$ cat config.mk
export PLATFORM = sky130hd
export DESIGN_NAME = control_sequencer
export DESIGN_NICKNAME = d
export VERILOG_FILES = /design/src/rtl/control_sequencer.sv
export SDC_FILE = /design/constraint.sdc
export NUM_CORES = 1
export LEC_CHECK = 0
export CAP_MARGIN = 20
export CORE_AREA = 5 5 42 44
export CTS_CLUSTER_SIZE = 25
export DETAILED_ROUTE_END_ITERATION = 7
export DIE_AREA = 0 0 47 49
export PLACE_DENSITY = 0.75
export SLEW_MARGIN = 10
export SYNTH_ARGS = -nofsm -noshare
export SYNTH_HDL_FRONTEND = slang
export SYNTH_SLANG_ARGS = --single-unit
$ cat constraint.sdc
create_clock -name clk -period 1.4 [get_ports clk]
set_input_delay 0.28 -clock clk [delete_from_list [all_inputs] [get_ports clk]]
set_output_delay 0.28 -clock clk [all_outputs]
set_load 0.03 [all_outputs]
$ cat src/rtl/control_sequencer.sv
// Fetch/execute microcode sequencer: T-state counter plus decoded control word for the bus CPU.
// Latency: ctrl_word is combinational from the current T-state; t_state/halted update on each rising edge.
// Backpressure: none; it advances every clock and freezes only after HLT until reset.
module control_sequencer #(
  parameter int T_LAST   = 4,
  parameter int CW_WIDTH = 14
) (
  input  logic                clk,
  input  logic                rst_n,
  input  logic [3:0]          opcode,
  input  logic                flag_z,
  output logic [CW_WIDTH-1:0] ctrl_word,
  output logic [2:0]          t_state,
  output logic                halted
);

  typedef enum logic [2:0] {T0 = 3'd0, T1 = 3'd1, T2 = 3'd2, T3 = 3'd3, T4 = 3'd4} tstate_e;

  localparam logic [3:0] OP_LDA = 4'b0001;
  localparam logic [3:0] OP_ADD = 4'b0010;
  localparam logic [3:0] OP_SUB = 4'b0011;
  localparam logic [3:0] OP_JMP = 4'b0110;
  localparam logic [3:0] OP_JZ  = 4'b0111;
  localparam logic [3:0] OP_OUT = 4'b1110;
  localparam logic [3:0] OP_HLT = 4'b1111;

  localparam logic [CW_WIDTH-1:0] CW_IDLE    = 14'h1DFE;
  localparam logic [CW_WIDTH-1:0] CW_FETCH0  = 14'h1DF4;
  localparam logic [CW_WIDTH-1:0] CW_FETCH1  = 14'h1DCF;
  localparam logic [CW_WIDTH-1:0] CW_IR_MAR  = 14'h1DB6;
  localparam logic [CW_WIDTH-1:0] CW_IR_PC   = 14'h1DBA;
  localparam logic [CW_WIDTH-1:0] CW_RAM_A   = 14'h1D6E;
  localparam logic [CW_WIDTH-1:0] CW_RAM_B   = 14'h15EE;
  localparam logic [CW_WIDTH-1:0] CW_ALU_ADD = 14'h197E;
  localparam logic [CW_WIDTH-1:0] CW_ALU_SUB = 14'h1B7E;
  localparam logic [CW_WIDTH-1:0] CW_OUT     = 14'h0CFE;
  localparam logic [CW_WIDTH-1:0] CW_HALT    = 14'h3DFE;

  tstate_e               state_q, state_d;
  logic                  halted_q, halted_d;
  logic [CW_WIDTH-1:0]   word;
  logic                  has_exec;

  always_ff @(posedge clk or negedge rst_n) begin
    if (!rst_n) begin
      state_q  <= T0;
      halted_q <= 1'b0;
    end else begin
      state_q  <= state_d;
      halted_q <= halted_d;
    end
  end

  // The IR is still loading during T1, so the NOP cut-off uses whatever opcode is presented then.
  assign has_exec = (opcode == OP_LDA) || (opcode == OP_ADD) || (opcode == OP_SUB) ||
                    (opcode == OP_JMP) || (opcode == OP_JZ)  || (opcode == OP_OUT) ||
                    (opcode == OP_HLT);

  always_comb begin
    state_d  = state_q;
    halted_d = halted_q;
    word     = CW_IDLE;
    if (halted_q) begin
      word = CW_HALT;
    end else begin
      case (state_q)
        T0: begin
          word    = CW_FETCH0;
          state_d = T1;
        end
        T1: begin
          word    = CW_FETCH1;
          state_d = has_exec ? T2 : T0;
        end
        T2: begin
          state_d = T0;
          case (opcode)
            OP_LDA, OP_ADD, OP_SUB: begin
              word    = CW_IR_MAR;
              state_d = T3;
            end
            OP_JMP: word = CW_IR_PC;
            OP_JZ:  word = flag_z ? CW_IR_PC : CW_IDLE;
            OP_OUT: word = CW_OUT;
            OP_HLT: begin
              word     = CW_HALT;
              halted_d = 1'b1;
              state_d  = T2;
            end
            default: word = CW_IDLE;
          endcase
        end
        T3: begin
          state_d = T0;
          if (opcode == OP_LDA) begin
            word = CW_RAM_A;
          end else if (opcode == OP_ADD || opcode == OP_SUB) begin
            word    = CW_RAM_B;
            state_d = T4;
          end
        end
        T4: begin
          state_d = T0;
          if (opcode == OP_ADD) word = CW_ALU_ADD;
          else if (opcode == OP_SUB) word = CW_ALU_SUB;
        end
        default: state_d = T0;
      endcase
      if (state_q == tstate_e'(3'(T_LAST)) && !halted_d) state_d = T0;
    end
  end

  assign ctrl_word = rst_n ? word : CW_IDLE;
  assign t_state   = state_q;
  assign halted    = halted_q;

  // Only one driver may own the bus: at most one active-low enable asserted.
  assert property (@(posedge clk) disable iff (!rst_n)
    $countones(~{ctrl_word[1], ctrl_word[4], ctrl_word[6], ctrl_word[8], ctrl_word[10]}) <= 1);

endmodule
==> impl_results.md <==
- Layout cell share with drive strength beyond 1: 78.8%
- Clk_lat worst skew: 240 ps
- DRC: 0
- Post-synth net total: 61
- Drt wl/cell: 18.0 um
- H-tree Lvls: 1
- Max-cap violation count: 0
- Fin. Hold Viols: 0
- Critical path peak fanout: 2
- Top delay family on crit path: simple AND/OR/NAND/NOR gates
- Worst Slack Setup Final: -438 ps
- Worst R2R Start: t_state[2]$_DFFE_PN0N_
- WP depth: 5
- GR Util All Layers: 19.6%
- Critical Setup Path Class: register to primary output
- Cells after Synth: 54
- Initial Utilization: 26.7%
- Crit path launch type: register
- Critical Path RT: 1120 ps
- Hold Buf Count CTS: 0
- Clock sinks: 4
- Core Footprint: 0.00140 mm^2
- Max IR drop VDD: 1.42 mV
- Worst Path Arrival: 1560 ps
- R2R setup slack: 30 ps
- Port buffer count: 24
- Ratio of final minimum period to clock period: 131%
- Yosys warning count: 0
- Gr ovfl total: 0
- Clk pin slew, worst setup/hold paths: 40 ps
- Post-synthesis cell type count: 23
- #FFs+latches synth: 4
- RSZ-0062 raised after global routing: yes
- NumNets Final: 122
- Pre-CTS setup slack: -776 ps
- CTS Buf Count: 3
- Worst-path cell chain: or3b_4 > nor2_4 > a21o_2 > and2_4 > buf_6
- Slew Limit Fails: 0
- Seq. cell area: 105 um^2
- Number of top-level pins: 25
- Placed insts: 115
- Multi-input logic area: 410 um^2
- R2r endpoint: t_state[2]$_DFFE_PN0N_
- Synthesized area per cell: 6.93 um^2
- Pwr dens: 1630 mW/mm^2
- Sequential area share after synthesis: 26.8%
- CTS tree: yes
- Fmax: 544 MHz
- Vias per inst: 5.29
- WP buf/inv: 1
- Post-synthesis cell area: 374 um^2
- Antenna cells: 0
- Initial antenna violation count: 0
- Crit path time final: 1840 ps
- Tot Pwr: 1.85 mW
- Site Rows: 14
- Final setup fails: 14
- Final wirelength: 2320 um
- Slew of the pin with the lowest slew margin: 347 ps
- DR pass1 iterations: 4
- Clk_skew: 4.98 ps
- Routed Antenna Nets: 0
- Number of global-route vias before repair: 766
- Status: finished, violations left
- Leakage: 0.518 nW
- Largest net degree at the start of global routing: 9
- Hold Crit Class: input pin to async pin
- Slowest cell on crit path: or3b_4
- Clock Path Buffers: 2
- Final instance count without filler cells: 129
- Depth of the most critical reg-to-reg path: 4
- Overall die height: 49 um
- Detailed placer's ending HPWL: 1240 um
- CTS root buf: clkbuf_4
- Worst setup EP type: primary output
- Relative slew slack: 76.6%
- Die Span X: 47 um
- Final GP Congestion: 0.794
- Slowest stage delay, CP: 440 ps
- Area delta synth->final: 202%
- First-pass GRT wire length: 3260 um
- Failing checks: setup timing
- Vias: 683
- 1st-iter DRT viols: 7
- Fillers: 90
- Die ar.: 0.00230 mm^2
[power by group]
part | switching [mW] | internal, mW
registers | 0.0320 | 0.164
logic | 0.756 | 0.744
clock network | 0.0532 | 0.0963
[how the worst max path moves through the flow]
stage,start,to,slack [ps]
6_report,t_state[2]$_DFFE_PN0N_,ctrl_word[13],-440
5_1_grt,t_state[2]$_DFFE_PN0N_,ctrl_word[13],-510
4_1_cts,t_state[2]$_DFFE_PN0N_,ctrl_word[2],-470
3_5_place_dp,opcode[1],ctrl_word[3],-780
3_3_place_gp,opcode[1],ctrl_word[3],-750
2_1_floorplan,t_state[1]$_DFFE_PN0N_,ctrl_word[2],-270
[cell usage in the layout, fill, tap and decap left out, types with 2 or more instances in the layout]
cell type / netlist / routed
clkbuf_4: 0 / 4
dlygate4sd2_1: 0 / 4
nor2_4: 0 / 6
nand4_1: 2 / 2
buf_4: 2 / 26
nand2b_4: 0 / 2
o21ai_1: 0 / 2
nor3_4: 0 / 2
inv_1: 5 / 2
nand2_1: 6 / 5
buf_6: 1 / 25
nand3_2: 0 / 2
inv_2: 0 / 3
dfrtp_2: 0 / 4
o21ai_2: 0 / 2
nor2_1: 8 / 2
[cell families after synthesis]
group	count (synthesis)	share of synthesized area [%]
AOI/OAI and AO/OA	11	19.4
and+or+nand+nor	31	41.8
DFF	4	26.8
buffers and inverters	8	12.0
[state kept, by name, summed over array words and instances, names as in the netlist]
register	cells
t_state	3
halted	1
[what timing repair did]
item,4_1_cts,5_1_grt
pin swaps,6,6
setup endpoints to repair,16,18
setup buffers,10,2
gates resized for setup,81,17
endpoints found under the hold margin,0,0
[per-stage QoR]
| stage | utilization [%] | hold slack, ps | TNS [ps] | area (um^2) |
|---|---|---|---|---|
| finish | 80.7 | 202 | -4460 | 1130 |
| global route | 80.7 | 216 | -5400 | 1130 |
| CTS | 76.9 | 190 | -4810 | 1080 |
| detailed placement | 61.2 | 623 | -9070 | 857 |
| global placement | 61.2 | 609 | -8490 | 857 |
| floorplan | - | -15.6 | -1350 | 478 |
[cells in the mapped netlist]
| cell | n | area [um^2] |
|---|---|---|
| buf_6 | 1 | 11.3 |
| a2111oi_0 | 1 | 8.76 |
| nand4_1 | 2 | 12.5 |
| or3b_1 | 1 | 8.76 |
| nor4_1 | 1 | 6.26 |
| o41ai_1 | 1 | 8.76 |
| inv_1 | 5 | 18.8 |
| nor2b_1 | 1 | 6.26 |
| dfrtp_1 | 4 | 100 |
| and2_1 | 1 | 6.26 |
| and2_0 | 1 | 6.26 |
| o31ai_1 | 1 | 7.51 |
| nor2_1 | 8 | 30.0 |
| nand2b_1 | 3 | 18.8 |
| nor3_1 | 2 | 10.0 |
| o32ai_1 | 1 | 8.76 |
| and4_1 | 1 | 8.76 |
| a21o_2 | 1 | 8.76 |
| o21ai_0 | 5 | 25.0 |
| a21oi_1 | 1 | 5.00 |
| nand2_1 | 6 | 22.5 |
| nand3_1 | 4 | 20.0 |
| buf_4 | 2 | 15.0 |
[worst reg2reg max path, cell delays in order (launching register included)]
cell and delay (ps):
dfrtp_2 390, buf_4 160, nand2b_4 160, buf_4 160, o41ai_2 370
[per-layer routing]
metal / vias to the layer above / global-route usage, % / part of all wire (%)
met5: - / 0 / 0
met4: 0 / 12.9 / 6.7
met3: 16 / 3.32 / 5.5
met2: 39 / 35.7 / 57
met1: 319 / 18.4 / 30
li1: 309 / - / -
[area by class of cell]
type                       count  area share (%)
multi-input combinational     42            36.3
inverter                       5            1.66
sequential                     4            9.29
tap                           16            1.77
timing repair buffer          59            49.0
clock buffer                   3            1.99
(Power assumes the default switching activity.)
